==> src/rtl/subtractor_serial.sv <==
// Multi-cycle ripple-borrow subtractor: diff = a - b - borrow_in, CHUNK bits per clock, LSB first.
// Optional signed-overflow flag and port enabled by defining SUB_OVERFLOW_EN.
//
// state | meaning
// IDLE  | in_ready=1, waiting for operands
// RUN   | resolving one chunk per cycle, borrow carried in borrow_reg
// DONE  | out_valid=1, result held until out_ready
module subtractor_serial #(
  parameter int WIDTH = 6,
  parameter int CHUNK = 3
) (
  input  logic             clk,
  input  logic             rst_n,
  input  logic             in_valid,
  output logic             in_ready,
  input  logic [WIDTH-1:0] a,
  input  logic [WIDTH-1:0] b,
  input  logic             borrow_in,
  output logic             out_valid,
  input  logic             out_ready,
  output logic [WIDTH-1:0] diff,
  output logic             borrow_out
`ifdef SUB_OVERFLOW_EN
  ,
  output logic             overflow
`endif
);

  localparam int N    = WIDTH / CHUNK;
  localparam int IDXW = (N > 1) ? $clog2(N) : 1;
  localparam logic [IDXW-1:0] LAST = IDXW'(N - 1);

  if ((CHUNK < 1) || (WIDTH % CHUNK != 0)) begin : g_bad_param
    $error("subtractor_serial: WIDTH must be a non-zero multiple of CHUNK");
  end

  typedef enum logic [1:0] {
    IDLE = 2'd0,
    RUN  = 2'd1,
    DONE = 2'd2
  } state_t;

  state_t            state, state_nxt;
  logic [WIDTH-1:0]  a_reg, b_reg;
  logic              borrow_reg;
  logic [IDXW-1:0]   idx;
  logic [CHUNK-1:0]  a_chunk, b_chunk, d_chunk;
  logic              bw_chunk;
  logic              last_chunk;

  always_ff @(posedge clk or negedge rst_n) begin
    if (!rst_n) state <= IDLE;
    else        state <= state_nxt;
  end

  always_comb begin
    state_nxt  = state;
    in_ready   = 1'b0;
    out_valid  = 1'b0;
    last_chunk = (idx == LAST);
    case (state)
      IDLE: begin
        in_ready = 1'b1;
        if (in_valid) state_nxt = RUN;
      end
      RUN: begin
        if (last_chunk) state_nxt = DONE;
      end
      DONE: begin
        out_valid = 1'b1;
        if (out_ready) state_nxt = IDLE;
      end
      default: state_nxt = IDLE;
    endcase
  end

  // One chunk of the borrow chain; the extra top bit is the borrow out of the chunk.
  always_comb begin
    a_chunk = a_reg[int'(idx)*CHUNK +: CHUNK];
    b_chunk = b_reg[int'(idx)*CHUNK +: CHUNK];
    {bw_chunk, d_chunk} = {1'b0, a_chunk} - {1'b0, b_chunk} - {{CHUNK{1'b0}}, borrow_reg};
  end

  always_ff @(posedge clk or negedge rst_n) begin
    if (!rst_n) begin
      a_reg      <= '0;
      b_reg      <= '0;
      borrow_reg <= 1'b0;
      idx        <= '0;
      diff       <= '0;
      borrow_out <= 1'b0;
`ifdef SUB_OVERFLOW_EN
      overflow   <= 1'b0;
`endif
    end else begin
      case (state)
        IDLE: begin
          if (in_valid && in_ready) begin
            a_reg      <= a;
            b_reg      <= b;
            borrow_reg <= borrow_in;
            idx        <= '0;
          end
        end
        RUN: begin
          diff[int'(idx)*CHUNK +: CHUNK] <= d_chunk;
          borrow_reg <= bw_chunk;
          if (last_chunk) begin
            idx        <= '0;
            borrow_out <= bw_chunk;
`ifdef SUB_OVERFLOW_EN
            // d_chunk MSB is the final diff sign bit.
            overflow   <= (a_reg[WIDTH-1] ^ b_reg[WIDTH-1]) & (d_chunk[CHUNK-1] ^ a_reg[WIDTH-1]);
`endif
          end else begin
            idx <= idx + IDXW'(1);
          end
        end
        default: ;
      endcase
    end
  end

endmodule

==> config.mk <==
export PLATFORM = sky130hd
export DESIGN_NAME = subtractor_serial
export DESIGN_NICKNAME = d
export VERILOG_FILES = /design/src/rtl/subtractor_serial.sv
export SDC_FILE = /design/constraint.sdc
export NUM_CORES = 1
export LEC_CHECK = 0
export ABC_AREA = 1
export BUFFER_PORTS_ARGS = -buffer_cell sky130_fd_sc_hd__buf_2
export CORE_ASPECT_RATIO = 1.4
export CORE_MARGIN = 2
export CORE_UTILIZATION = 45
export DETAILED_ROUTE_END_ITERATION = 8
export HOLD_SLACK_MARGIN = 0.12
export PLACE_DENSITY = 0.7
export SYNTH_ARGS = -nofsm -noshare
export SYNTH_HDL_FRONTEND = slang
export SYNTH_SLANG_ARGS = --single-unit
==> constraint.sdc <==
create_clock -name clk -period 2.5 [get_ports clk]
set_input_delay 0.5 -clock clk [delete_from_list [all_inputs] [get_ports clk]]
set_output_delay 0.5 -clock clk [all_outputs]
set_load 0.05 [all_outputs]
== Word level (Yosys, flattened, before mapping) ==
Index checks and enable logic that the tools add are counted.
Widths: inputs -> output; s select.

* Register bits: 23
* Input port bits: 17
* Output and inout bits: 9

* Add/sub/neg operators: 4
* Multiply operators: 1
* Equality and inequality tests: 6
* Shift operators: 4
* Muxes and demuxes: 12
* Reductions and logical operators: 7

{| class="wikitable"
|+ Operators with widths
! operator !! count
|-
| $shiftx 6x32->3 || 2
|-
| $neg 3->33 || 1
|-
| $shift 3x33->6 const A || 1
|-
| $shiftx 3x33->6 || 1
|-
| $ne 2x2->1 const B || 4
|-
| $bwmux 6 || 1
|-
| $mux 2 || 3
|-
| $pmux 2 s3 || 1
|-
| $reduce_and 2->1 || 3
|-
| $mux 1 || 5
|-
| $pmux 1 s2 || 2
|-
| $sub 3x3->4 || 1
|-
| $sub 4x1->4 || 1
|-
| $mul 1x2->3 const B || 1
|-
| $reduce_and 3->1 || 1
|-
| $eq 2x1->1 const B || 1
|-
| $eq 2x2->1 const B || 1
|-
| $logic_not 2->1 || 1
|-
| $reduce_bool 2->1 || 1
|-
| $add 1x1->1 const B || 1
|-
| $logic_and 1x1->1 || 1
|}

== Logic depth before layout (Yosys ltp) ==
* Word-level depth: 6
* Depth in mapped cells: 12

== Least setup slack after synthesis ==
No wires, ideal clock.

* Path type: register to register
* Start point: register idx
* End point: register diff[2]
* Arrival time: 1.748 ns
* Path slack: 0.633 ns
* Stages on the path, launching flop included: 8
* Buffers on the path: 1
* Path through: dfrtp_1 buf_6 mux2i_1 fa_1 fa_1 xor2_1 nand2_1 nand2_1

* Word-level cells in the longest chain between the ends: 6

{| class="wikitable"
|+ RTL lines
! what !! RTL line !! source
|-
| from (decl) || 46 || <nowiki>logic [IDXW-1:0] idx;</nowiki>
|-
| from (signal assigned) || 116 || <nowiki>idx <= idx + IDXW'(1);</nowiki>
|-
| $mul 1x2->3 (*) || 79, 80, 106 ||
|-
| $shiftx 6x32->3, on equally long branches || 79, 80 ||
|-
| $sub 3x3->4 || 81 || <nowiki>{bw_chunk, d_chunk} = {1'b0, a_chunk} - {1'b0, b_chunk} - {{CHUNK{1'b0}}, borrow_reg};</nowiki>
|-
| $sub 4x1->4 || 81 ||
|-
| $shiftx 3x33->6 || 106 || <nowiki>diff[int'(idx)*CHUNK +: CHUNK] <= d_chunk;</nowiki>
|-
| $bwmux 6 (*) || 106 ||
|-
| to (signal, indexed assignment) || 106 ||
|-
| to (decl) || 21 || <nowiki>output logic [WIDTH-1:0] diff,</nowiki>
|}

Every way passes the cells marked *; elsewhere a longest branch is shown, timed or not.
A chain may end at the register's enable or synchronous reset.

== Final worst setup path ==
Same ends and word-level chain as after synthesis.

==> impl_metrics.yaml <==
global_route:
  grt_max_degree: 24
  grt_first_pass_wirelength_mm: 3.49
  grt_pass1_vias: 869
  track_usage_pct: 16.4
  antenna_found_initial: 0
  grt.overflow.total: 0
sta:
  max_freq_mhz: 476
  finalHoldViolCount: 0
  period_share_pct: 84.0
  tns_ns: 0
  maxSlewViolCount: 0
  skew_ns: 0.00422
  rsz0062_at_grt: "false"
  min_period_ns: 2.10
  slew_headroom_pct: 66.7
  setup_viol: 0
  worst_pin_slew_ns: 0.499
clock_tree:
  ctsHoldBuffers: 0
  cts.sink_count: 23
  post_cts_buffers: 0
  cts_resized: 0
  cts_max_level: 1
  clk_latency_ns: 0.32
  cts-root-buf: "clkbuf_4"
  cts_buffers: 3
  clk_pin_slew_worst_paths_ns: 0.12
  tritoncts: "done"
  clk_path_buf_depth: 2
worst_hold_path:
  hold_class: "primary input to asynchronous set/reset pin"
synth:
  ys_ff_latch: 23
  syn_avg_cell_area_sq_um: 8.71
  ys_types: 22
  syn-num-nets: 151
  syn_area_sq_mm: 0.00113
  yosys_warnings: 0
  postSynthCellCount: 130
  ys_seq_area_share_pct: 50.8
flow_run:
  cap_violations: 0
die:
  start_util_pct: 47.4
  io_pins: 26
  num_rows: 21
  dieWidth_um: 46.4
  die_height_um: 63.4
  core_sq_mm: 0.00239
  dieArea_sq_mm: 0.00294
finish:
  synthToLayoutAreaGrowth_pct: 14.7
  fillers: 249
  regArea_sq_um: 576
  fin_nets: 178
  antenna_cells: 0
  drive_gt1_share_pct: 28.2
  multi_input_area_sq_um: 470
  final_core_util_pct: 54.3
detailed_routing:
  drt-pass1-iter-count: 4
  wl_mm: 1.97
  wl_per_cell_um: 10.4
  first_iter_violations: 8
  antenna_left: 0
  drcViolationCount: 0
  routed-via-count: 874
  vias_per_cell: 4.60
setup_path:
  cp.required_ns: 2.72
  startpoint: "idx$_DFFE_PN0P_"
  cpPeakStageDelay_ns: 0.63
  critPathMaxFanout: 9
  r2r_setup_slack_ns: 0.40
  end_kind: "register"
  crit_top_cell: "nand2_1"
  r2r_start: "idx$_DFFE_PN0P_"
  r2r_cells: 8
  path_cells: "inv_4 > nand2_1 > nand2_1 > fa_1 > fa_1 > xor2_1 > nand2_1 > nand2_1"
  worstSetupPathType: "register to register"
  worstSetupStartpointType: "register"
  cpMaxStageDelayCell: "dfrtp_1"
  critPathArrivalTime_ns: 2.32
  crit_end: "diff[2]$_DFFE_PN0P_"
  r2r_end: "diff[2]$_DFFE_PN0P_"
placed_design:
  io_buffers: 25
  hpwl_mm: 1.53
  finalWeightedCongestion: 0.778
outcome:
  status: "completed"
-- layout by cell type (no fill, tap or decap), drive strengths merged, types with 3 or more instances in the layout --
cell type  instances
nand3              5
nand2             61
clkbuf             4
inv               15
o21ai              7
nor2               6
buf               25
dfrtp             23
mux2i              3
-- Yosys cell counts --
cell type   n  area, sq um
xor2_1      1         8.76
nor2_2      2         12.5
dfrtp_1    23          576
o21ai_2     3         26.3
inv_1       9         33.8
inv_2       5         18.8
buf_2       1         5.00
nor2_1      2         7.51
nand3_1     4         20.0
nand3_2     1         10.0
o21ai_0     3         15.0
mux2i_1     3         30.0
nand2_2     2         12.5
buf_6       2         22.5
nand2_1    59          221
o21ai_1     1         5.00
and2_1      1         6.26
o31ai_1     1         7.51
nor2_4      2         22.5
fa_1        2         40.0
ha_1        2         25.0
inv_4       1         6.26
-- layer usage --
metal  global-route usage (%)  wire length, um  vias up
met5                        0                0        -
met4                     8.57               53        0
met3                     3.44               72        5
met2                     28.6             1050       21
met1                     17.1              793      398
li1                         -                -      450
-- worst min path at each step --
| stage | startpoint | endpoint | slack (ns) | cells past startpoint |
|---|---|---|---|---|
| 6_report | rst_n | diff[4]$_DFFE_PN0P_ | 0.12 | 1 |
| 3_5_place_dp | diff[5]$_DFFE_PN0P_ | diff[5]$_DFFE_PN0P_ | 0.46 | 2 |
| 2_1_floorplan | rst_n | a_reg[0]$_DFFE_PN0P_ | 0.20 | 0 |
| 4_1_cts | rst_n | state[1]$_DFFE_PN0P_ | 0.15 | 1 |
| 5_1_grt | rst_n | state[1]$_DFFE_PN0P_ | 0.15 | 1 |
| 3_3_place_gp | diff[2]$_DFFE_PN0P_ | diff[2]$_DFFE_PN0P_ | 0.45 | 2 |
-- per-stage QoR --
| stage | hold WS, ns | worst slack (ns) | cells | instance area [sq um] |
|---|---|---|---|---|
| floorplan | 0.204 | 0.633 | 130 | 1130 |
| global placement | 0.453 | 0.477 | 186 | 1270 |
| detailed placement | 0.457 | 0.412 | 186 | 1270 |
| CTS | 0.150 | 0.396 | 190 | 1300 |
| global route | 0.153 | 0.273 | 190 | 1300 |
| finish | 0.125 | 0.401 | 190 | 1300 |
-- layout make-up --
cell class | instances | area share [%]
Clock buffer | 4 | 2.02
Multi-Input combinational cell | 89 | 36.2
Timing Repair Buffer | 25 | 9.63
Inverter | 15 | 4.53
Sequential cell | 23 | 44.3
Tap cell | 34 | 3.28
-- logic make-up (layout without fill, tap and decap cells) --
family	Yosys count	in the layout	share of synthesized area [%]
and+or+nand+nor	73	73	27.6
DFF	23	23	50.8
buffers and inverters	18	44	7.62
AOI/OAI and AO/OA	8	8	4.75
adders and majority gates	4	4	5.75
muxes	3	3	2.65
xor gates and xnor gates	1	1	0.774
-- critical path: cells and delay by family (launching register included) --
family                     cells  cell delay, ns
adders and majority gates      2            0.85
and+or+nand+nor                4            0.25
buffers and inverters          1            0.09
xor gates and xnor gates       1            0.18
DFF                            1            0.63
Power is left out: the tool's default activity adds up to more than one toggle a clock period on the data nets, which glitch-free logic cannot reach.
